### config.mk
export PLATFORM = sky130hd
export DESIGN_NAME = block_pos_ctrl_flat
export DESIGN_NICKNAME = d
export VERILOG_FILES = /design/src/rtl/block_pos_ctrl_if.sv /design/src/rtl/block_pos_ctrl.sv /design/src/flat_wrapper.sv
export SDC_FILE = /design/constraint.sdc
export NUM_CORES = 1
export LEC_CHECK = 0
export BUFFER_PORTS_ARGS = -buffer_cell sky130_fd_sc_hd__buf_2
export CAP_MARGIN = 20
export CORE_ASPECT_RATIO = 0.7
export CORE_MARGIN = 4
export CORE_UTILIZATION = 40
export DETAILED_ROUTE_END_ITERATION = 16
export GPL_TIMING_DRIVEN = 0
export SYNTH_ARGS = -nofsm -noshare
export SYNTH_HDL_FRONTEND = slang
export SYNTH_SLANG_ARGS = --single-unit
### constraint.sdc
create_clock -name clk -period 5.5 [get_ports clk]
set_clock_uncertainty 0.1 [all_clocks]
set_input_delay 1.1 -clock clk [delete_from_list [all_inputs] [get_ports clk]]
set_output_delay 1.1 -clock clk [all_outputs]
set_load 0.02 [all_outputs]
### src/rtl/block_pos_ctrl_if.sv
// Button inputs and block-position outputs of block_pos_ctrl.
// The slave modport is the controller side and the master modport is the driver/observer side.
interface block_pos_ctrl_if #(
    parameter int POS_W = 11
);
    logic             left;
    logic             right;
    logic             up;
    logic             down;
    logic             centre;
    logic [POS_W-1:0] blkpos_x;
    logic [POS_W-1:0] blkpos_y;
    logic             pos_upd;
    logic             tick;

    modport slave (
        input  left, right, up, down, centre,
        output blkpos_x, blkpos_y, pos_upd, tick
    );

    modport master (
        output left, right, up, down, centre,
        input  blkpos_x, blkpos_y, pos_upd, tick
    );
endinterface

### src/rtl/block_pos_ctrl.sv
// Block position controller: synchronises and debounces five buttons, generates a step tick,
// and moves, saturates and re-centres the block position once per tick.
//   state       | meaning
//   ST_INIT     | hold at home until a tick sees all buttons released
//   ST_RUN      | apply one step per tick; centre re-homes the block
//   ST_RECENTER | hold at home until a tick sees centre released
module block_pos_ctrl #(
    parameter int TICK_DIV   = 1666667,
    parameter int DEB_CYCLES = 1000000,
    parameter int STEP       = 4,
    parameter int X_MIN      = 11,
    parameter int X_MAX      = 1396,
    parameter int Y_MIN      = 11,
    parameter int Y_MAX      = 854,
    parameter int X_HOME     = 700,
    parameter int Y_HOME     = 450,
    parameter int POS_W      = 11
) (
    input logic               clk,
    input logic               rst_n,
    block_pos_ctrl_if.slave   bus
);
    localparam int TW = (TICK_DIV > 1) ? $clog2(TICK_DIV) : 1;
    localparam int DW = (DEB_CYCLES > 1) ? $clog2(DEB_CYCLES) : 1;
    localparam int SW = POS_W + 2;
    localparam int B_L = 0;
    localparam int B_R = 1;
    localparam int B_U = 2;
    localparam int B_D = 3;
    localparam int B_C = 4;

    localparam logic signed [SW-1:0] XMIN_S = SW'(X_MIN);
    localparam logic signed [SW-1:0] XMAX_S = SW'(X_MAX);
    localparam logic signed [SW-1:0] YMIN_S = SW'(Y_MIN);
    localparam logic signed [SW-1:0] YMAX_S = SW'(Y_MAX);
    localparam logic signed [SW-1:0] STEP_S = SW'(STEP);
    localparam logic [POS_W-1:0]     XHOME  = POS_W'(X_HOME);
    localparam logic [POS_W-1:0]     YHOME  = POS_W'(Y_HOME);

    typedef enum logic [1:0] {ST_INIT, ST_RUN, ST_RECENTER} state_e;

    logic [4:0]       raw_btn;
    logic [4:0]       sync1_q, sync2_q, deb_q;
    logic [DW-1:0]    deb_cnt_q [5];
    logic [TW-1:0]    tick_cnt_q;
    logic             tick_q;
    logic             upd_q;
    logic [POS_W-1:0] pos_x_q, pos_y_q;
    logic [POS_W-1:0] pos_x_d, pos_y_d;
    logic signed [SW-1:0] dx, dy, sum_x, sum_y;
    state_e           state_q;

    assign raw_btn = {bus.centre, bus.down, bus.up, bus.right, bus.left};

    always_ff @(posedge clk) begin
        if (!rst_n) begin
            sync1_q <= '0;
            sync2_q <= '0;
            deb_q   <= '0;
            for (int i = 0; i < 5; i++) deb_cnt_q[i] <= '0;
        end else begin
            sync1_q <= raw_btn;
            sync2_q <= sync1_q;
            for (int i = 0; i < 5; i++) begin
                if (sync2_q[i] == deb_q[i]) begin
                    deb_cnt_q[i] <= '0;
                end else if (deb_cnt_q[i] == DW'(DEB_CYCLES - 1)) begin
                    deb_q[i]     <= sync2_q[i];
                    deb_cnt_q[i] <= '0;
                end else begin
                    deb_cnt_q[i] <= deb_cnt_q[i] + DW'(1);
                end
            end
        end
    end

    // Opposing buttons cancel; sums are wide enough that saturation never sees a wrapped value.
    always_comb begin
        dx = '0;
        dy = '0;
        if (deb_q[B_R] && !deb_q[B_L]) dx = STEP_S;
        if (deb_q[B_L] && !deb_q[B_R]) dx = -STEP_S;
        if (deb_q[B_D] && !deb_q[B_U]) dy = STEP_S;
        if (deb_q[B_U] && !deb_q[B_D]) dy = -STEP_S;
        sum_x = $signed({2'b00, pos_x_q}) + dx;
        sum_y = $signed({2'b00, pos_y_q}) + dy;
        pos_x_d = sum_x[POS_W-1:0];
        pos_y_d = sum_y[POS_W-1:0];
        if (sum_x < XMIN_S) pos_x_d = POS_W'(X_MIN);
        if (sum_x > XMAX_S) pos_x_d = POS_W'(X_MAX);
        if (sum_y < YMIN_S) pos_y_d = POS_W'(Y_MIN);
        if (sum_y > YMAX_S) pos_y_d = POS_W'(Y_MAX);
    end

    always_ff @(posedge clk) begin
        if (!rst_n) begin
            tick_cnt_q <= '0;
            tick_q     <= 1'b0;
            upd_q      <= 1'b0;
            pos_x_q    <= XHOME;
            pos_y_q    <= YHOME;
            state_q    <= ST_INIT;
        end else begin
            tick_q     <= (tick_cnt_q == TW'(TICK_DIV - 1));
            tick_cnt_q <= (tick_cnt_q == TW'(TICK_DIV - 1)) ? '0 : tick_cnt_q + TW'(1);
            upd_q      <= 1'b0;
            if (tick_q) begin
                case (state_q)
                    ST_INIT: begin
                        if (deb_q == '0) state_q <= ST_RUN;
                    end
                    ST_RUN: begin
                        if (deb_q[B_C]) begin
                            pos_x_q <= XHOME;
                            pos_y_q <= YHOME;
                            upd_q   <= (pos_x_q != XHOME) || (pos_y_q != YHOME);
                            state_q <= ST_RECENTER;
                        end else begin
                            pos_x_q <= pos_x_d;
                            pos_y_q <= pos_y_d;
                            upd_q   <= (pos_x_d != pos_x_q) || (pos_y_d != pos_y_q);
                        end
                    end
                    ST_RECENTER: begin
                        if (!deb_q[B_C]) state_q <= ST_RUN;
                    end
                    default: state_q <= ST_INIT;
                endcase
            end
        end
    end

    assign bus.blkpos_x = pos_x_q;
    assign bus.blkpos_y = pos_y_q;
    assign bus.pos_upd  = upd_q;
    assign bus.tick     = tick_q;
endmodule

### src/flat_wrapper.sv
// flat-port wrapper written by rule: the top's interface ports become plain ports
module block_pos_ctrl_flat 
#(
    parameter int TICK_DIV   = 1666667,
    parameter int DEB_CYCLES = 1000000,
    parameter int STEP       = 4,
    parameter int X_MIN      = 11,
    parameter int X_MAX      = 1396,
    parameter int Y_MIN      = 11,
    parameter int Y_MAX      = 854,
    parameter int X_HOME     = 700,
    parameter int Y_HOME     = 450,
    parameter int POS_W      = 11
)
  (clk, rst_n, bus_left, bus_right, bus_up, bus_down, bus_centre, bus_blkpos_x, bus_blkpos_y, bus_pos_upd, bus_tick);
  block_pos_ctrl_if #(.POS_W(POS_W)) bus_i ();
  input logic clk;
  input logic rst_n;
  input wire logic [$bits(bus_i.left)-1:0] bus_left;
  input wire logic [$bits(bus_i.right)-1:0] bus_right;
  input wire logic [$bits(bus_i.up)-1:0] bus_up;
  input wire logic [$bits(bus_i.down)-1:0] bus_down;
  input wire logic [$bits(bus_i.centre)-1:0] bus_centre;
  output wire logic [$bits(bus_i.blkpos_x)-1:0] bus_blkpos_x;
  output wire logic [$bits(bus_i.blkpos_y)-1:0] bus_blkpos_y;
  output wire logic [$bits(bus_i.pos_upd)-1:0] bus_pos_upd;
  output wire logic [$bits(bus_i.tick)-1:0] bus_tick;
  assign bus_i.left = bus_left;
  assign bus_i.right = bus_right;
  assign bus_i.up = bus_up;
  assign bus_i.down = bus_down;
  assign bus_i.centre = bus_centre;
  assign bus_blkpos_x = bus_i.blkpos_x;
  assign bus_blkpos_y = bus_i.blkpos_y;
  assign bus_pos_upd = bus_i.pos_upd;
  assign bus_tick = bus_i.tick;
  block_pos_ctrl #(.TICK_DIV(TICK_DIV), .DEB_CYCLES(DEB_CYCLES), .STEP(STEP), .X_MIN(X_MIN), .X_MAX(X_MAX), .Y_MIN(Y_MIN), .Y_MAX(Y_MAX), .X_HOME(X_HOME), .Y_HOME(Y_HOME), .POS_W(POS_W)) u_core (.clk(clk), .rst_n(rst_n), .bus(bus_i));
endmodule
# --- Yosys cells after proc, flatten, opt, wreduce, memory -nomap -nowiden ---
# Memories as Yosys holds them, arrays and structs flattened.
# Cells that the tools add are included.
totals:
  regBits: 62
  latchBits: 0
  mem_bits_rw: 100
  mem_bits_ro: 0
  n_memories: 1
memory_table:
  columns: ["memory", "depth", "word_bits", "rd", "rd_clocked_by_memory_dff", "wr", "line", "rtl"]
  rows:
  - ["u_core.deb_cnt_q", 5, 20, 5, 0, 5, "block_pos_ctrl.sv:44", "logic [DW-1:0] deb_cnt_q [5];"]
op_classes:
  addsub: 8
  multipliers: 0
  div: 0
  magnitude_cmp: 4
  eq_ne: 20
  shift: 0
  mux: 86
  bitwise: 21
  n_reduce_logical: 21
ops:
  columns: ["cell", "count"]
  rows:
  - ["$mux W20", 15]
  - ["$add A20 B1 Y20 const B", 5]
  - ["$eq A20 B20 Y1 const B", 5]
  - ["$mux W11", 6]
  - ["$mux W1", 57]
  - ["$add A12 B13 Y13", 2]
  - ["$lt A13 B5 Y1 const B", 2]
  - ["$mux W13", 2]
  - ["$ne A11 B11 Y1", 2]
  - ["$add A21 B1 Y21 const B", 1]
  - ["$eq A21 B21 Y1 const B", 1]
  - ["$or A1 B1 Y1", 15]
  - ["$gt A13 B11 Y1 const B", 1]
  - ["$gt A13 B12 Y1 const B", 1]
  - ["$reduce_and A2 Y1", 6]
  - ["$ne A11 B10 Y1 const B", 1]
  - ["$ne A11 B9 Y1 const B", 1]
  - ["$mux W2", 3]
  - ["$mux W3", 2]
  - ["$not A1 Y1", 6]
  - ["$pmux W2 S3", 1]
  - ["$eq A1 B1 Y1", 5]
  - ["$logic_not A5 Y1", 1]
  - ["$logic_and A1 B1 Y1", 4]
  - ["other kinds (10)", 15]

# --- Logic depth before layout (Yosys ltp) ---
logic_depth:
  ltp_word: 11
  mapped_depth: 18

# --- Worst setup path after synthesis ---
# No wires, ideal clock.
synth_path:
  path_kind: "register to register"
  startpoint: "reg u_core.deb_q[0]"
  endpoint: "reg u_core.upd_q (netlist: u_core.bus.pos_upd)"
  setup_time_ns: 0.127
  arrival_ns: 3.715
  required_time_ns: 5.273
  path_slack_ns: 1.558
  stages_incl_launch_ff: 18
  n_path_buf: 3
  path_cell_list: "dfxtp_1 > ha_1 > buf_4 > buf_2 > buf_4 > xor2_1 > ha_1 > nor4_2 > nor4_4 > a31oi_1 > xnor2_1 > or3_1 > o21a_1 > a311oi_1 > nor4b_1 > nand4b_1 > nor4_1 > a31oi_1"
synth_between:
  elab_chain_len: 11
  word_cells_on_any_way: 13
  classes_between: "add/sub: 1; order compare: 2; eq/ne: 1; mux: 5; reduce/logical: 4"
synth_rtl:
  columns: ["item", "line", "rtl"]
  rows:
  - ["from (decl)", "block_pos_ctrl.sv:43", "logic [4:0] sync1_q, sync2_q, deb_q;"]
  - ["from (signal, indexed assignment)", "block_pos_ctrl.sv:68", "deb_q[i] <= sync2_q[i];"]
  - ["$logic_not A1 Y1", "block_pos_ctrl.sv:81", "if (deb_q[B_R] && !deb_q[B_L]) dx = STEP_S;"]
  - ["$logic_and A1 B1 Y1", "block_pos_ctrl.sv:81", null]
  - ["$mux W3", "block_pos_ctrl.sv:81", null]
  - ["$mux W13 (*)", "block_pos_ctrl.sv:82", "if (deb_q[B_L] && !deb_q[B_R]) dx = -STEP_S;"]
  - ["$add A12 B13 Y13 (*)", "block_pos_ctrl.sv:85", "sum_x = $signed({2'b00, pos_x_q}) + dx;"]
  - ["$lt A13 B5 Y1", "block_pos_ctrl.sv:89", "if (sum_x < XMIN_S) pos_x_d = POS_W'(X_MIN);"]
  - ["$mux W11", "block_pos_ctrl.sv:89", null]
  - ["$mux W11 (*)", "block_pos_ctrl.sv:90", "if (sum_x > XMAX_S) pos_x_d = POS_W'(X_MAX);"]
  - ["$ne A11 B11 Y1 (*)", "block_pos_ctrl.sv:121", "upd_q <= (pos_x_d != pos_x_q) || (pos_y_d != pos_y_q);"]
  - ["$logic_or A1 B1 Y1 (*)", "block_pos_ctrl.sv:121", null]
  - ["$mux W1 (*)", "block_pos_ctrl.sv:113", "if (deb_q[B_C]) begin"]
  - ["to (signal assigned)", "block_pos_ctrl.sv:116", "upd_q <= (pos_x_q != XHOME) || (pos_y_q != YHOME);"]
  - ["to (signal assigned)", "block_pos_ctrl.sv:121", null]
  - ["to (decl)", "block_pos_ctrl.sv:47", "logic upd_q;"]
# Mark *: on every way between the ends. The rest lies on a longest branch, timed or not.
# A chain may end at the register's enable or synchronous reset.

# --- Worst setup path after layout ---
layout_path:
  startpoint: "reg u_core.deb_q[1]"
  endpoint: "reg u_core.upd_q (netlist: u_core.bus.pos_upd)"
layout_between:
  elab_chain_len: 10
  word_cells_on_any_way: 13
  classes_between: "add/sub: 1; order compare: 2; eq/ne: 1; mux: 5; reduce/logical: 4"
layout_rtl:
  columns: ["item", "line"]
  rows:
  - ["$logic_and A1 B1 Y1 or $logic_not A1 Y1 (tied branches)", "block_pos_ctrl.sv:81, block_pos_ctrl.sv:82"]
  - ["$mux W3 or $logic_and A1 B1 Y1 (tied branches)", "block_pos_ctrl.sv:81, block_pos_ctrl.sv:82"]
  - ["$mux W13 (*)", "block_pos_ctrl.sv:82"]
  - ["$add A12 B13 Y13 (*)", "block_pos_ctrl.sv:85"]
  - ["$lt A13 B5 Y1", "block_pos_ctrl.sv:89"]
  - ["$mux W11", "block_pos_ctrl.sv:89"]
  - ["$mux W11 (*)", "block_pos_ctrl.sv:90"]
  - ["$ne A11 B11 Y1 (*)", "block_pos_ctrl.sv:121"]
  - ["$logic_or A1 B1 Y1 (*)", "block_pos_ctrl.sv:121"]
  - ["$mux W1 (*)", "block_pos_ctrl.sv:113"]
# Marks and branches as above.

==> impl_metrics.json <==
{
  "area_growth_syn_to_layout_pct": 15.2,
  "drive_above_1_share": 0.0810,
  "antenna_found_initial": 0,
  "cp_cell_sequence": "inv_1 > ha_1 > buf_4 > buf_2 > buf_4 > xor2_1 > ha_1 > o22ai_1 > nor4_4 > a31oi_1 > xnor2_1 > or3_1 > o21a_1 > a311oi_1 > nor4b_1 > nand4b_1 > nor4_1 > a31oi_1",
  "cts-root-buf": "clkbuf_16",
  "drt_iter0_drc": 882,
  "crit_path_max_fanout": 10,
  "async_flop_share": 0,
  "grt_pass1_wl_um": 40000,
  "crit_type": "reg -> reg",
  "max_freq_mhz": 196,
  "start_util": 0.414,
  "netlist_instances": 1111,
  "slowest_stage": "or3_1",
  "synth-edff-count": 100,
  "power.density_mw_per_mm2": 231,
  "yosysSeqAreaShare": 0.426,
  "fin_ws_ns": 0.387,
  "tritoncts": "built",
  "cts_buffers": 17,
  "fin_util": 0.477,
  "rows": 47,
  "ys.flop_type": "edfxtp_1",
  "yosys_warnings": 0,
  "die_h_um": 140,
  "drc": 0,
  "critical_path.top_delay_family": "simple AND/OR/NAND/NOR gates",
  "place_inst": 1558,
  "wl_per_cell_um": 15.1,
  "finalMaxSlewViolations": 0,
  "cts_resized": 0,
  "required_ns": 5.69,
  "die_w_um": 197,
  "clk_path_buf_depth": 2,
  "final_common_cell": "nor2_1",
  "clkTransAtPathRegs_ns": 0.07,
  "synth.distinct_cells": 86,
  "num_vias": 8358,
  "post_cts_buffers": 0,
  "cp_data_arrival_time_ns": 5.30,
  "dr.pass1.iters": 9,
  "synth-seq-cells": 162,
  "cts_max_level": 4,
  "worstSkewPairLatency_ns": 0.43,
  "leakage_nw": 4.24,
  "hpwl_um": 17700,
  "vias_per_cell": 5.26,
  "max-cap-violations": 0,
  "hold_viol_final": 0,
  "slowest_delay_ns": 0.47,
  "nets": 1284,
  "io_buffers": 30,
  "gr-total-overflow": 0,
  "critical_path_buf_inv_count": 4,
  "routed_wl_um": 23900,
  "tns_ns": 0,
  "syn_area_per_cell_um2": 8.96,
  "core-area_mm2": 0.0241,
  "setup-violations-final": 0,
  "worstMarginPinSlew_ns": 0.681,
  "synthesis.area_mm2": 0.00995,
  "place_area_mm2": 0.0109,
  "total_power_mw": 2.65,
  "fin_cells": 1590,
  "crit_path_end_kind": "flop",
  "postRouteAntennaNets": 0,
  "final_cell_mix": "nor2_1, edfxtp_1, conb_1",
  "status": "completed",
  "min_period_over_period": 0.930,
  "min_period_ns": 5.11,
  "routabilityCongestion": 0.921,
  "design_area_mm2": 0.0115,
  "cts_sinks": 162,
  "die_area_mm2": 0.0275,
  "preCtsSetupSlack_ns": 0.495,
  "cts_hold_buffers": 0,
  "maxSlewHeadroom": 0.543,
  "start_kind": "flop",
  "gr-usage-all-layers": 0.177,
  "grt_max_degree": 17,
  "hold_path_class": "reg -> reg",
  "rsz0062_at_grt": "false",
  "io-pin-count": 31,
  "ir_drop_v": 0.000219,
  "antennaDiodeCount": 0,
  "grt_pass1_vias": 7644,
  "hold_slack_ns": 0.331
}
==> cell type report <==
class | instances | area [um2]
tap | 318 | 398
multi-input combinational | 960 | 5700
fill | 2371 | 12600
buffer | 54 | 250
clock inverter | 9 | 131
inverter | 34 | 128
clock buffer | 23 | 458
sequential | 162 | 4240
timing repair buffer | 30 | 150
==> cell families (layout without fill, tap and decap cells) <==
family / count (synthesis) / count (layout) / share of synthesized area
AO/OA/AOI/OAI: 177 / 177 / 0.123
multiplexers: 11 / 11 / 0.0116
other: 1 / 100 / 0.000377
flip-flops: 162 / 162 / 0.426
adder cells (fa/ha/maj): 18 / 18 / 0.0226
XOR/XNOR: 129 / 129 / 0.114
AND/OR/NAND/NOR: 525 / 525 / 0.265
buffers and inverters: 88 / 150 / 0.0380
==> per-layer routing <==
metal  global-route usage  vias to the layer above  part of all wire
li1                     -                     4174                 -
met1                0.283                     3889              0.53
met2                0.233                      270              0.38
met3               0.0492                       25             0.079
met4               0.0349                        0             0.011
met5                    0                        -                 0
==> power by group <==
| group | switching, mW | leakage [nW] | total [mW] | internal (mW) |
|---|---|---|---|---|
| Sequential | 0.0355 | 1.53 | 1.36 | 1.33 |
| Combinational | 0.0490 | 2.43 | 0.0799 | 0.0309 |
| Clock | 0.484 | 0.279 | 1.21 | 0.726 |
==> worst paths after layout <==
check | start | to | slack, ns | cells after the start
max | u_core.deb_q[1] | u_core.bus.pos_upd | 0.39 | 18
max reg2reg | u_core.deb_q[1] | u_core.bus.pos_upd | 0.39 | 18
min | u_core.sync1_q[0] | u_core.sync2_q[0] | 0.33 | 1
min reg2reg | u_core.sync1_q[0] | u_core.sync2_q[0] | 0.33 | 1
==> Yosys cell counts (7+ instances only) <==
cell | n | area, um2
clkbuf_1 | 34 | 128
a21oi_1 | 36 | 180
o211ai_1 | 7 | 52.6
inv_1 | 33 | 124
or3_1 | 20 | 125
ha_1 | 18 | 225
and2_1 | 14 | 87.6
o21a_1 | 7 | 52.6
nor3_1 | 23 | 115
dfxtp_1 | 62 | 1240
nor2b_1 | 14 | 87.6
nand4_1 | 21 | 131
buf_2 | 11 | 55.1
o21ai_0 | 38 | 190
o22ai_1 | 10 | 62.6
xor2_1 | 73 | 639
nor2_1 | 189 | 709
nand3_1 | 71 | 355
nand2_1 | 76 | 285
xnor2_1 | 56 | 490
a31oi_1 | 9 | 56.3
and3_1 | 31 | 194
mux2i_1 | 7 | 70.1
nor4_1 | 14 | 87.6
edfxtp_1 | 100 | 3000
==> registers in the layout, summed over array words and instances (netlist names) <==
signal and cells:
u_core.tick_cnt_q 21, u_core.bus.pos_upd 1, u_core.sync2_q 5, u_core.bus.tick 1, u_core.state_q 2, u_core.bus.blkpos_y 11, u_core.deb_q 5, u_core.sync1_q 5
u_core.bus.blkpos_x 11, u_core.deb_cnt_q 100
(Power assumes the default switching activity.)
